### config.mk
export PLATFORM = sky130hd
export DESIGN_NAME = uart_rx
export DESIGN_NICKNAME = d
export VERILOG_FILES = /design/src/rtl/uart_pkg.sv /design/src/rtl/uart_baud_tick.sv /design/src/rtl/uart_rx.sv
export SDC_FILE = /design/constraint.sdc
export NUM_CORES = 1
export LEC_CHECK = 0
export BUFFER_PORTS_ARGS = -buffer_cell sky130_fd_sc_hd__buf_2
export CAP_MARGIN = 0
export CORE_AREA = 2 2 80 82
export DETAILED_ROUTE_END_ITERATION = 8
export DIE_AREA = 0 0 82 84
export SYNTH_ARGS = -nofsm -noshare
export SYNTH_HDL_FRONTEND = slang
export SYNTH_HIERARCHICAL = 1
export SYNTH_SLANG_ARGS = --single-unit
### constraint.sdc
create_clock -name clk -period 1.83 [get_ports clk]
set_input_delay 0.0915 -clock clk [delete_from_list [all_inputs] [get_ports clk]]
set_output_delay 0.0915 -clock clk [all_outputs]
set_load 0.005 [all_outputs]
### src/rtl/uart_pkg.sv
// Shared UART definitions: receiver states, oversampling constants and the baud divider computation.
package uart_pkg;

    typedef enum logic [2:0] {
        ST_IDLE,
        ST_START,
        ST_DATA,
`ifdef UART_RX_PARITY_EN
        ST_PARITY,
`endif
        ST_STOP
    } state_t;

    // Oversampling ticks per bit
    localparam int OVS_RATE = 16;

    localparam logic [3:0] TICK_S0   = 4'd7;
    localparam logic [3:0] TICK_S1   = 4'd8;
    localparam logic [3:0] TICK_S2   = 4'd9;
    localparam logic [3:0] TICK_LAST = 4'd15;

    function automatic int calc_div(input int clk_freq, input int baud, input int ovs);
        return clk_freq / (baud * ovs);
    endfunction

endpackage

### src/rtl/uart_baud_tick.sv
// Oversampling tick generator: free-running divider with a restart input that realigns the tick phase.
module uart_baud_tick
    import uart_pkg::*;
#(
    parameter int CLK_FREQ = 100_000_000,
    parameter int BAUD     = 115200,
    parameter int OVS      = OVS_RATE
) (
    input  logic clk,
    input  logic rst,
    input  logic restart,
    output logic tick
);

    localparam int DIV = (calc_div(CLK_FREQ, BAUD, OVS) < 2) ? 2 : calc_div(CLK_FREQ, BAUD, OVS);
    localparam int CW  = $clog2(DIV);
    localparam logic [CW-1:0] CNT_MAX = CW'(DIV - 1);

    logic [CW-1:0] cnt;

    always_ff @(posedge clk or posedge rst) begin
        if (rst) begin
            cnt <= '0;
        end else if (restart || cnt == CNT_MAX) begin
            cnt <= '0;
        end else begin
            cnt <= cnt + 1'b1;
        end
    end

    assign tick = (cnt == CNT_MAX);

endmodule

### src/rtl/uart_rx.sv
// 8N1 UART receiver: 16x oversampling, 2-FF synchronizer, 3-sample majority vote, one-entry output buffer.
// Define UART_RX_PARITY_EN to receive 8E1 frames and report mismatches on parity_err.
module uart_rx
    import uart_pkg::*;
#(
    parameter int CLK_FREQ = 100_000_000,
    parameter int BAUD     = 115200,
    parameter int OVS      = 16
) (
    input  logic       clk,
    input  logic       rst,
    input  logic       rx,
    output logic [7:0] data,
    output logic       valid,
    input  logic       ready,
    output logic       frame_err,
    output logic       overrun,
    output logic       parity_err,
    input  logic       err_clr
);

    function automatic logic maj3(input logic a, input logic b, input logic c);
        return (a & b) | (a & c) | (b & c);
    endfunction

    state_t     state, next_state;
    logic       rx_p0, rx_s, rx_prev;
    logic       tick, restart;
    logic [3:0] tick_cnt;
    logic [2:0] bit_idx;
    logic       samp0, samp1;
    logic [7:0] shreg;
    logic       mid0, mid1, mid2, last;
    logic       bit_maj;
    logic       shift_en, bit_inc, complete;
`ifdef UART_RX_PARITY_EN
    logic       par_chk;
`endif

    uart_baud_tick #(
        .CLK_FREQ (CLK_FREQ),
        .BAUD     (BAUD),
        .OVS      (OVS)
    ) u_tick (
        .clk     (clk),
        .rst     (rst),
        .restart (restart),
        .tick    (tick)
    );

    // Synchronizer stage; rx_prev feeds the start-edge detector
    always_ff @(posedge clk or posedge rst) begin
        if (rst) begin
            rx_p0   <= 1'b1;
            rx_s    <= 1'b1;
            rx_prev <= 1'b1;
        end else begin
            rx_p0   <= rx;
            rx_s    <= rx_p0;
            rx_prev <= rx_s;
        end
    end

    assign mid0    = tick && (tick_cnt == TICK_S0);
    assign mid1    = tick && (tick_cnt == TICK_S1);
    assign mid2    = tick && (tick_cnt == TICK_S2);
    assign last    = tick && (tick_cnt == TICK_LAST);
    assign bit_maj = maj3(samp0, samp1, rx_s);

    always_ff @(posedge clk or posedge rst) begin
        if (rst) begin
            state <= ST_IDLE;
        end else begin
            state <= next_state;
        end
    end

    always_comb begin
        next_state = state;
        restart    = 1'b0;
        shift_en   = 1'b0;
        bit_inc    = 1'b0;
        complete   = 1'b0;
`ifdef UART_RX_PARITY_EN
        par_chk    = 1'b0;
`endif
        case (state)
            ST_IDLE: begin
                // A level-low line (break) never re-arms: only a true 1->0 transition starts a frame
                if (rx_prev && !rx_s) begin
                    next_state = ST_START;
                    restart    = 1'b1;
                end
            end
            ST_START: begin
                if (mid2 && bit_maj) begin
                    next_state = ST_IDLE;
                end else if (last) begin
                    next_state = ST_DATA;
                end
            end
            ST_DATA: begin
                shift_en = mid2;
                if (last) begin
                    bit_inc = 1'b1;
                    if (bit_idx == 3'd7) begin
`ifdef UART_RX_PARITY_EN
                        next_state = ST_PARITY;
`else
                        next_state = ST_STOP;
`endif
                    end
                end
            end
`ifdef UART_RX_PARITY_EN
            ST_PARITY: begin
                par_chk = mid2;
                if (last) begin
                    next_state = ST_STOP;
                end
            end
`endif
            ST_STOP: begin
                // Finish at mid-stop so a back-to-back start edge is not missed
                if (mid2) begin
                    complete   = 1'b1;
                    next_state = ST_IDLE;
                end
            end
            default: begin
                next_state = ST_IDLE;
            end
        endcase
    end

    always_ff @(posedge clk or posedge rst) begin
        if (rst) begin
            tick_cnt <= '0;
            bit_idx  <= '0;
        end else if (restart) begin
            tick_cnt <= '0;
            bit_idx  <= '0;
        end else begin
            if (tick && state != ST_IDLE) begin
                tick_cnt <= tick_cnt + 1'b1;
            end
            if (bit_inc) begin
                bit_idx <= bit_idx + 1'b1;
            end
        end
    end

    // Sample and shift datapath
    always_ff @(posedge clk) begin
        if (mid0) begin
            samp0 <= rx_s;
        end
        if (mid1) begin
            samp1 <= rx_s;
        end
        if (shift_en) begin
            shreg[bit_idx] <= bit_maj;
        end
    end

    // Output buffer stage
    always_ff @(posedge clk or posedge rst) begin
        if (rst) begin
            data  <= 8'h00;
            valid <= 1'b0;
        end else if (complete && (!valid || ready)) begin
            data  <= shreg;
            valid <= 1'b1;
        end else if (valid && ready) begin
            valid <= 1'b0;
        end
    end

    always_ff @(posedge clk or posedge rst) begin
        if (rst) begin
            frame_err <= 1'b0;
            overrun   <= 1'b0;
        end else begin
            frame_err <= (complete && !bit_maj) || (frame_err && !err_clr);
            overrun   <= (complete && valid && !ready) || (overrun && !err_clr);
        end
    end

`ifdef UART_RX_PARITY_EN
    always_ff @(posedge clk or posedge rst) begin
        if (rst) begin
            parity_err <= 1'b0;
        end else begin
            parity_err <= (par_chk && (bit_maj != ^shreg)) || (parity_err && !err_clr);
        end
    end
`else
    assign parity_err = 1'b0;
`endif

endmodule

==> results.ini, run 1 <==
[global_route]
grt_pass1_vias = 1193
antenna_found_initial = 0
grt_max_degree = 24
grt_usage_pct = 10.3
overflow = 0
grt_pass1_wl_um = 5510

[power_and_ir_drop]
p_comb_share_pct = 21.9
p_int_mw = 1.49
p_seq_share_pct = 50.4
power_density_nw_per_um2 = 915
p_leak_nw = 0.968
irDropWorstVdd_mv = 0.333
p_switching_mw = 0.566
power_mw = 2.05
swShare_pct = 27.6
power_frac_clock_pct = 27.6

[worst_hold_path]
hold_end = frame_err
holdPathStages = 2
hold_class = in2reg
hold_path_startpoint = err_clr

[run]
maxCapViolCount = 0

[timing]
final-max-slew-violation-count = 0
final.setup.worst_slack_ns = -0.0947
rsz0062_at_grt = yes
clock.fmax_mhz = 520
final.min_clock_period_ns = 1.92
hold_viol = 0
finalClockSkew_ns = 0.00827
final.period_utilization_pct = 105
relSlewSlack_pct = 66.7
setup_viol = 12
whs_ns = 0.0121
worst_slew_pin_slew_ns = 0.499

[logic_synthesis]
async_reset_ff_share_pct = 74.4
ys_warn_count = 6
synth-edff-count = 10
ys_ff_latch = 39
syn_nets = 155
synthTopCellsByArea = dfrtp_1 37%, edfxtp_1 17%, mux2_2 5.8%, ha_1 5.0%, dfstp_2 4.5%
syn_inst = 143
seq_area_frac_synth_pct = 59.1
syn_avg_cell_area_um2 = 12.2
synth_top_cell_area_share_pct = 37.3
synth.distinct_cells = 39
syn_area_um2 = 1740
ys.flop_type = dfrtp_1
synth_largest_area_cell = dfrtp_1

[die]
initial_utilization_pct = 28.6
die_area_um2 = 6890
placeableCoreArea_um2 = 6100
die_w_um = 82
die_y_um = 84
rows = 29
ios = 17

[detailed_routing]
drt_iter0_drc = 47
post_drt_wl_per_cell_um = 12.1
ant_nets = 0
drt_wl_total_um = 3120
drc = 0
routed_via_density = 4.58
route.vias.total = 1176
firstDrtPassIters = 3

[clock_tree]
cts_tree = yes
cts_root_buffer = clkbuf_8
clock_latency_ns = 0.29
cts-htree-levels = 2
clk_pin_slew_worst_paths_ns = 0.08
numCtsBuffers = 5
clk_path_buf_depth = 2
clock-sinks = 39

[place]
dpl.hpwl_um = 2170
placedCellCount = 245
placed_cell_area_um2 = 2020
portBuffers = 15
routabilityCongestion = 0.766

[outcome]
violations = negative setup slack
status = finished, violations left

[final_layout]
finish.utilization_pct = 36.8
fin_area_um2 = 2240
area_growth_pct = 28.6
ff_latch_area_um2 = 1030
diodes = 0
fillers = 606
multi_input_area_um2 = 779
drive_gt1_share_pct = 39.4
layout.cells.non_filler = 257
nNetsFinal = 191

[critical_path]
reg2reg_setup_slack_ns = -0.09
cp.required_ns = 1.83
startpoint_type = flip-flop
cp_max_fo = 4
crit_type = reg2reg
crit_arrival_ns = 1.93
cp-end-kind = flip-flop
r2r-end = shreg[0]
worstReg2RegStart = u_tick/cnt[1]
reg2reg_depth = 6

state kept, by name, summed over array words and instances (netlist names):
signal	flops
rx_s	1
rx_prev	1
rx_p0	1
bit_idx	3
tick_cnt	4
overrun	1
samp0	1
valid	1
state	2
data	8
shreg	8
samp1	1
frame_err	1
u_tick/cnt	6
power groups by stage:
stage	sequential [mW]	combinational [mW]	clock [mW]
2_1_floorplan	1.07	0.217	0
3_3_place_gp	1.05	0.405	0
3_5_place_dp	1.05	0.418	0
4_1_cts	1.03	0.438	0.590
5_1_grt	1.05	0.510	0.632
6_report	1.03	0.450	0.567
synth_stat cells, types with 2 or more instances:
cell and instances:
dfrtp_1 26, nor2_1 16, edfxtp_1 10, mux2_2 9, ha_1 7, inv_1 7, nand3_1 7, o21ai_0 7
a21oi_1 5, nand2b_1 5, nand2_1 4, or3_1 4, dfstp_2 3, xor2_1 3, and4b_1 2, buf_2 2
nor2b_1 2, nor3_1 2, o22ai_1 2
critical path: stages, from the launching register on:
cell and delay (ns):
dfrtp_1 0.38, inv_1 0.06, ha_2 0.17, and4_4 0.21, nand4b_1 0.21, or3_4 0.49
nor3_2 0.12
metrics by stage:
step / setup WS [ns] / setup TNS, ns
floorplan: -0.0427 / -0.467
global placement: -0.0282 / -0.161
detailed placement: -0.0761 / -0.681
CTS: -0.0500 / -0.535
global route: -0.182 / -1.94
finish: -0.0947 / -0.626
cell families after synthesis:
| logic type | after synthesis | share of synthesized area, % |
|---|---|---|
| multiplexers | 10 | 6.39 |
| XOR/XNOR | 4 | 2.01 |
| adder cells (fa/ha/maj) | 8 | 5.60 |
| AND/OR/NAND/NOR | 53 | 18.0 |
| other | 1 | 0.215 |
| AO/OA/AOI/OAI | 18 | 6.17 |
| buffers and inverters | 10 | 2.51 |
| flip-flops | 39 | 59.1 |
layout make-up:
class,count,area share [%]
Sequential cell,39,46.0
Multi-Input combinational cell,94,34.8
Timing Repair Buffer,32,9.83
Tap cell,77,4.30
Clock buffer,5,3.07
Inverter,7,1.17
Clock inverter,3,0.893
worst max-delay path by stage:
stage / from / endpoint / slack [ns] / cells past startpoint
6_report: u_tick/cnt[1] / shreg[0] / -0.09 / 6
3_3_place_gp: u_tick/cnt[1] / shreg[0] / -0.03 / 6
3_5_place_dp: u_tick/cnt[1] / shreg[0] / -0.08 / 6
2_1_floorplan: u_tick/cnt[1] / data[0] / -0.04 / 6
4_1_cts: u_tick/cnt[1] / shreg[0] / -0.05 / 6
5_1_grt: u_tick/cnt[1] / shreg[0] / -0.18 / 6
layer usage:
layer | track usage, % | wire length (µm) | vias to the layer above
met4 | 5.00 | 62 | 0
li1 | - | - | 577
met2 | 16.5 | 1520 | 17
met1 | 12.8 | 1420 | 575
met5 | 0 | 0 | -
met3 | 2.60 | 116 | 7
repair_timing:
item                                    4_1_cts  5_1_grt
hold buffers                                  2        0
setup buffers                                 1        1
hold endpoints to repair                     27        0
endpoints found under the setup margin       14       20
pin swaps                                     2        7
resized for setup                             0       26
layout by cell type, fill, tap and decap left out, types with 4 or more instances in the layout:
master	netlist	layout
buf_2	2	15
ha_1	7	6
clkbuf_8	0	5
nor2_1	16	10
nand3_1	7	5
a21oi_1	5	5
buf_4	1	14
mux2_4	0	8
nand2_1	4	4
inv_1	7	7
edfxtp_1	10	10
o21ai_0	7	6
dfrtp_1	26	26
nand2b_1	5	5
Power figures use the tool's default switching activity.
==> run 2, diff against run 1 <==
--- a/config.mk
+++ b/config.mk
@@ -10,6 +10,7 @@
 export CORE_AREA = 2 2 80 82
 export DETAILED_ROUTE_END_ITERATION = 8
 export DIE_AREA = 0 0 82 84
+export GPL_TIMING_DRIVEN = 0
 export SYNTH_ARGS = -nofsm -noshare
 export SYNTH_HDL_FRONTEND = slang
 export SYNTH_HIERARCHICAL = 1
==> constraint.sdc (replaced) <==
create_clock -name clk -period 1.83 [get_ports clk]
set_input_delay 0.0915 -clock clk [delete_from_list [all_inputs] [get_ports clk]]
set_output_delay 0.0915 -clock clk [all_outputs]
set_load 0.01 [all_outputs]
==> run 2 against run 1 <==
The run still ends with negative setup slack left. Sequential cell count unchanged. Core utilization grew 0.082 points. Register-to-register slack barely moved. Wire length about the same. Via count fell by 1.2%. Global-route usage fell by 0.53 points. Sequential power hardly changed. Critical path type unchanged. Critical endpoint is now shreg[4]. Largest cell class unchanged. Highest routed layer unchanged.
==> results.ini, run 2 (synthesis results as in run 1) <==
[detailed_routing]
ant_nets = 0  ; unchanged
drt_wl_total_um = 3120  ; about the same
post_drt_wl_per_cell_um = 12.2  ; +0.85%
firstDrtPassIters = 3  ; unchanged
drc = 0  ; unchanged
route.vias.total = 1162  ; -1.2%
drt_iter0_drc = 26  ; -45%
routed_via_density = 4.56  ; -0.42%

[critical_path]
cp_max_fo = 4  ; unchanged
startpoint_type = flip-flop
reg2reg_depth = 6  ; unchanged
cp-end-kind = flip-flop
cp.required_ns = 1.85  ; +0.02 ns
crit_type = reg2reg
crit_arrival_ns = 1.93  ; about the same

[timing]
rsz0062_at_grt = yes
final.min_clock_period_ns = 1.91  ; -0.0128 ns
setup_viol = 15  ; +3
relSlewSlack_pct = 38.3  ; -28 points
final.setup.worst_slack_ns = -0.0819  ; +0.0128 ns
hold_viol = 0  ; unchanged
worst_slew_pin_slew_ns = 0.924  ; +0.426 ns
final-max-slew-violation-count = 0  ; unchanged
clock.fmax_mhz = 523  ; +0.67%
finalClockSkew_ns = 0.00813  ; -0.000135 ns
final.period_utilization_pct = 104  ; -0.70 points

[die]
die_w_um = 82  ; unchanged
die_y_um = 84  ; unchanged
placeableCoreArea_um2 = 6100  ; unchanged
ios = 17  ; unchanged
initial_utilization_pct = 28.6  ; unchanged
rows = 29  ; unchanged
die_area_um2 = 6890  ; unchanged

[global_route]
grt_usage_pct = 9.81  ; -0.53 points
grt_pass1_wl_um = 5170  ; -6.1%
grt_pass1_vias = 1148  ; -3.8%
grt_max_degree = 24  ; unchanged
overflow = 0  ; unchanged
antenna_found_initial = 0  ; unchanged

[power_and_ir_drop]
irDropWorstVdd_mv = 0.400  ; +20%
power_mw = 2.16  ; +5.5%
power_density_nw_per_um2 = 964  ; +5.3%
p_leak_nw = 0.974  ; +0.63%

[worst_hold_path]
hold_class = in2reg
holdPathStages = 3  ; +1

[final_layout]
area_growth_pct = 28.9
mostFrequentLayoutCells = 26 x dfrtp_1, 17 x buf_2, 14 x nor2_1
ff_latch_area_um2 = 1030  ; unchanged
multi_input_area_um2 = 767  ; -1.6%
diodes = 0  ; unchanged
fin_area_um2 = 2250  ; +0.22%
final_common_cell = dfrtp_1
drive_gt1_share_pct = 37.1  ; -2.4 points
nNetsFinal = 189  ; -1.0%
finish.utilization_pct = 36.8  ; +0.082 points
fillers = 600  ; -0.99%
reg.largest.list = data: 8 flops, shreg: 8 flops, u_tick/cnt: 6 flops
layout.cells.non_filler = 255  ; -0.78%

[clock_tree]
cts-htree-levels = 2  ; unchanged
clk_pin_slew_worst_paths_ns = 0.08  ; about the same
cts_root_buffer = clkbuf_8
cts_tree = yes
clock-sinks = 39  ; unchanged
numCtsBuffers = 5  ; unchanged
clk_path_buf_depth = 2  ; unchanged
clock_latency_ns = 0.30  ; about the same

[place]
dpl.hpwl_um = 1990  ; -8.5%
placedCellCount = 235  ; -4.1%
placed_cell_area_um2 = 1930  ; -4.6%
portBuffers = 15  ; unchanged
routabilityCongestion = 0.725  ; -5.4%
pre_cts_slack_ns = -0.290  ; -0.214 ns

[run]
maxCapViolCount = 0  ; unchanged

[outcome]
violations = negative setup slack
status = finished, violations left

==> run 2: cell count changes in the layout (fill, tap and decap cells not counted), sizes merged <==
cell and change:
clkinvlp -2, dlygate4sd3 +1, inv +1, bufinv +1, buf -3
==> run 2: stage by stage <==
stage                     hold WS (ns)  TNS (ns)
after detailed placement        0.0257     -3.02
after floorplan                 -0.118    -0.467
after global placement          0.0251     -2.72
after global routing             0.140     -2.52
final                            0.107    -0.804
after CTS                        0.108     -1.00
==> run 2: cell type report <==
cell class,instances,area share [%]
Clock inverter,3,2.12
Tap cell,77,4.29
Sequential cell,39,45.8
Multi-Input combinational cell,94,34.2
Inverter,7,1.17
Timing Repair Buffer,27,8.58
Buffer,3,0.780
Clock buffer,5,3.06
==> run 2: worst paths after layout <==
| path | startpoint | end | slack, ns |
|---|---|---|---|
| setup / recovery | u_tick/cnt[1] | shreg[4] | -0.08 |
| hold / removal | ready | valid | 0.11 |
| setup reg to reg | u_tick/cnt[1] | shreg[4] | -0.08 |
| hold reg to reg | rx_p0 | rx_s | 0.36 |
| max in group asynchronous | rst | valid | 0.71 |
| min in group asynchronous | rst | u_tick/cnt[4] | 0.25 |
==> run 2: routing by layer <==
layer,global-route usage [%],vias to the layer above,routed length (µm)
met1,11.6,568,1390
met4,5.00,0,72
met5,0,-,0
met2,15.8,16,1560
met3,2.92,6,98
li1,-,572,-
==> run 2: power by group <==
part / switching, mW / internal, mW / leakage [nW] / total, mW
clock network: 0.320 / 0.413 / 0.0587 / 0.733
logic: 0.175 / 0.195 / 0.449 / 0.370
registers: 0.0804 / 0.981 / 0.466 / 1.06
==> run 2: timing repair <==
item	CTS	global route
buffers inserted	6	3
gates resized for setup	3	22
setup endpoints to repair	13	26
hold buffers	3	0
pin swaps	3	5
hold endpoints to repair	9	0
==> run 2: critical path, cell delays in order (launching register included) <==
cell and delay (ns):
dfrtp_1 0.38, inv_1 0.06, ha_2 0.16, and4_4 0.22, nand4b_1 0.22, or3_4 0.46
nor2_1 0.13
==> run 3, diff against run 2 <==
--- a/config.mk
+++ b/config.mk
@@ -10,7 +10,8 @@
 export CORE_AREA = 2 2 80 82
 export DETAILED_ROUTE_END_ITERATION = 8
 export DIE_AREA = 0 0 82 84
-export GPL_TIMING_DRIVEN = 0
+export GPL_TIMING_DRIVEN = 1
+export SKIP_CTS_REPAIR_TIMING = 1
 export SYNTH_ARGS = -nofsm -noshare
 export SYNTH_HDL_FRONTEND = slang
 export SYNTH_HIERARCHICAL = 1
==> run 3 against run 2 <==
The run still ends with negative setup slack left. Wire length hardly changed. Die area did not move. Critical path depth unchanged. First-iteration DRC count is 88% higher. Power down 6.0%. Via count is 1.2% higher. Largest power group unchanged.
==> results.ini, run 3 (synthesis results as in run 1) <==
[final_layout]
final_common_cell = dfrtp_1
fillers = 605  ; +0.83%
nNetsFinal = 190  ; +0.53%
area_growth_pct = 28.1
mostFrequentLayoutCells = 26 x dfrtp_1, 15 x buf_2, 13 x buf_4
fin_area_um2 = 2230  ; -0.56%
reg.largest.list = data: 8 flops, shreg: 8 flops, u_tick/cnt: 6 flops
diodes = 0  ; unchanged
drive_gt1_share_pct = 39.1  ; +2.0 points

[die]
placeableCoreArea_um2 = 6100  ; unchanged
die_w_um = 82  ; unchanged
ios = 17  ; unchanged
initial_utilization_pct = 28.6  ; unchanged
die_y_um = 84  ; unchanged
die_area_um2 = 6890  ; unchanged
rows = 29  ; unchanged

[clock_tree]
cts-htree-levels = 2  ; unchanged
cts_root_buffer = clkbuf_8
clock-sinks = 39  ; unchanged
clk_pin_slew_worst_paths_ns = 0.08  ; about the same
clock_latency_ns = 0.29  ; about the same
cts_tree = yes
numCtsBuffers = 5  ; unchanged
clk_path_buf_depth = 2  ; unchanged

[critical_path]
worstReg2RegStart = u_tick/cnt[1]
cp.required_ns = 1.83  ; -0.02 ns
reg2reg_depth = 6  ; unchanged
reg2reg_setup_slack_ns = -0.08  ; about the same
endpoint = shreg[0]
startpoint = u_tick/cnt[1]
cp_max_fo = 4  ; unchanged
crit_arrival_ns = 1.91  ; -0.02 ns
startpoint_type = flip-flop
crit_type = reg2reg
cp-end-kind = flip-flop
r2r-end = shreg[0]

[detailed_routing]
drt-met1-wl_um = 1430  ; +2.7%
ant_nets = 0  ; unchanged
firstDrtPassIters = 3  ; unchanged
wl_met2_um = 1520  ; -2.9%
route.vias.total = 1176  ; +1.2%
drt_iter0_drc = 49  ; +88%
drt_wl_total_um = 3120  ; about the same
routed_via_density = 4.59  ; +0.81%
post_drt_wl_per_cell_um = 12.2  ; -0.36%
route.met3.wl_um = 116  ; +18%
routed.top_layer = met4
drc = 0  ; unchanged

[power_and_ir_drop]
p_leak_nw = 0.963  ; -1.1%
power_density_nw_per_um2 = 911  ; -5.5%
irDropWorstVdd_mv = 0.323  ; -19%

[timing]
final-max-slew-violation-count = 0  ; unchanged
relSlewSlack_pct = 66.6  ; +28 points
rsz0062_at_grt = yes
hold_viol = 0  ; unchanged
fin_tns_setup_ns = -0.545  ; +0.259 ns
setup_viol = 12  ; -3
final.setup.worst_slack_ns = -0.0767  ; +0.00514 ns
final.period_utilization_pct = 104  ; -0.28 points
worst_slew_pin_slew_ns = 0.499  ; -0.425 ns
finalClockSkew_ns = 0.00826  ; +0.000122 ns
clock.fmax_mhz = 524  ; +0.27%
final.min_clock_period_ns = 1.91  ; -0.00514 ns

[global_route]
grt_usage_pct = 10.3  ; +0.50 points
grt_max_degree = 24  ; unchanged
grt_pass1_wl_um = 5490  ; +6.1%
overflow = 0  ; unchanged
antenna_found_initial = 0  ; unchanged
grt_pass1_vias = 1187  ; +3.4%

[outcome]
status = finished, violations left
violations = negative setup slack

[run]
maxCapViolCount = 0  ; unchanged

[place]
placed_cell_area_um2 = 2020  ; +4.8%
dpl.hpwl_um = 2170  ; +9.3%
portBuffers = 15  ; unchanged
routabilityCongestion = 0.766  ; +5.7%
pre_cts_slack_ns = -0.0761  ; +0.214 ns

[worst_hold_path]
hold_class = in2reg

-- run 3: cell types whose count changed in the layout (fill, tap and decap cells not counted), moves of 2 or more --
| cell | change |
|---|---|
| buf_4 | +6 |
| nor2_4 | +3 |
| buf_2 | -2 |
| clkinvlp_4 | +2 |
| nor2_1 | -4 |
| buf_6 | -2 |
-- run 3: worst min path at each step --
stage                     to    start  cells past startpoint  slack [ns]
2_1_floorplan  u_tick/cnt[0]      rst                      1       -0.12
3_3_place_gp   u_tick/cnt[5]      rst                      2        0.02
3_5_place_dp   u_tick/cnt[5]      rst                      2        0.02
4_1_cts        u_tick/cnt[5]      rst                      2       -0.30
5_1_grt            frame_err  err_clr                      2       0.008
6_report           frame_err  err_clr                      2        0.01
-- run 3: final cells by class --
class	instances	area [µm²]	share of cell area, %
inverters	7	26.3	1.18
repair buffers	31	213	9.52
clock buffers	5	68.8	3.08
clock inverters	3	20.0	0.896
well taps	77	96.3	4.31
multi-input cells	94	779	34.9
flip-flops and latches	39	1030	46.1
-- run 3: worst max-delay path: stages (launching register included) --
cell and delay (ns):
dfrtp_1 0.38, inv_1 0.06, ha_2 0.17, and4_4 0.21
nand4b_1 0.21, or3_4 0.47, nor3_2 0.12
-- run 3: metal layers --
layer | track usage [%] | vias up
met5 | 0 | -
met2 | 16.5 | 17
li1 | - | 575
met1 | 12.7 | 577
met4 | 5.00 | 0
met3 | 2.60 | 7
-- run 3: metrics by stage --
step	utilization, %	power (mW)	hold slack, ns	cells
after CTS	34.6	2.04	-0.298	253
final	36.6	2.03	0.0121	256
after global placement	33.1	1.45	0.0228	245
after global routing	36.6	2.18	0.00837	256
after detailed placement	33.1	1.47	0.0247	245
after floorplan	-	1.29	-0.118	143
-- run 3: report_power, final --
group	internal, mW	switching, mW
combinational	0.225	0.208
clock	0.265	0.302
sequential	0.981	0.0526
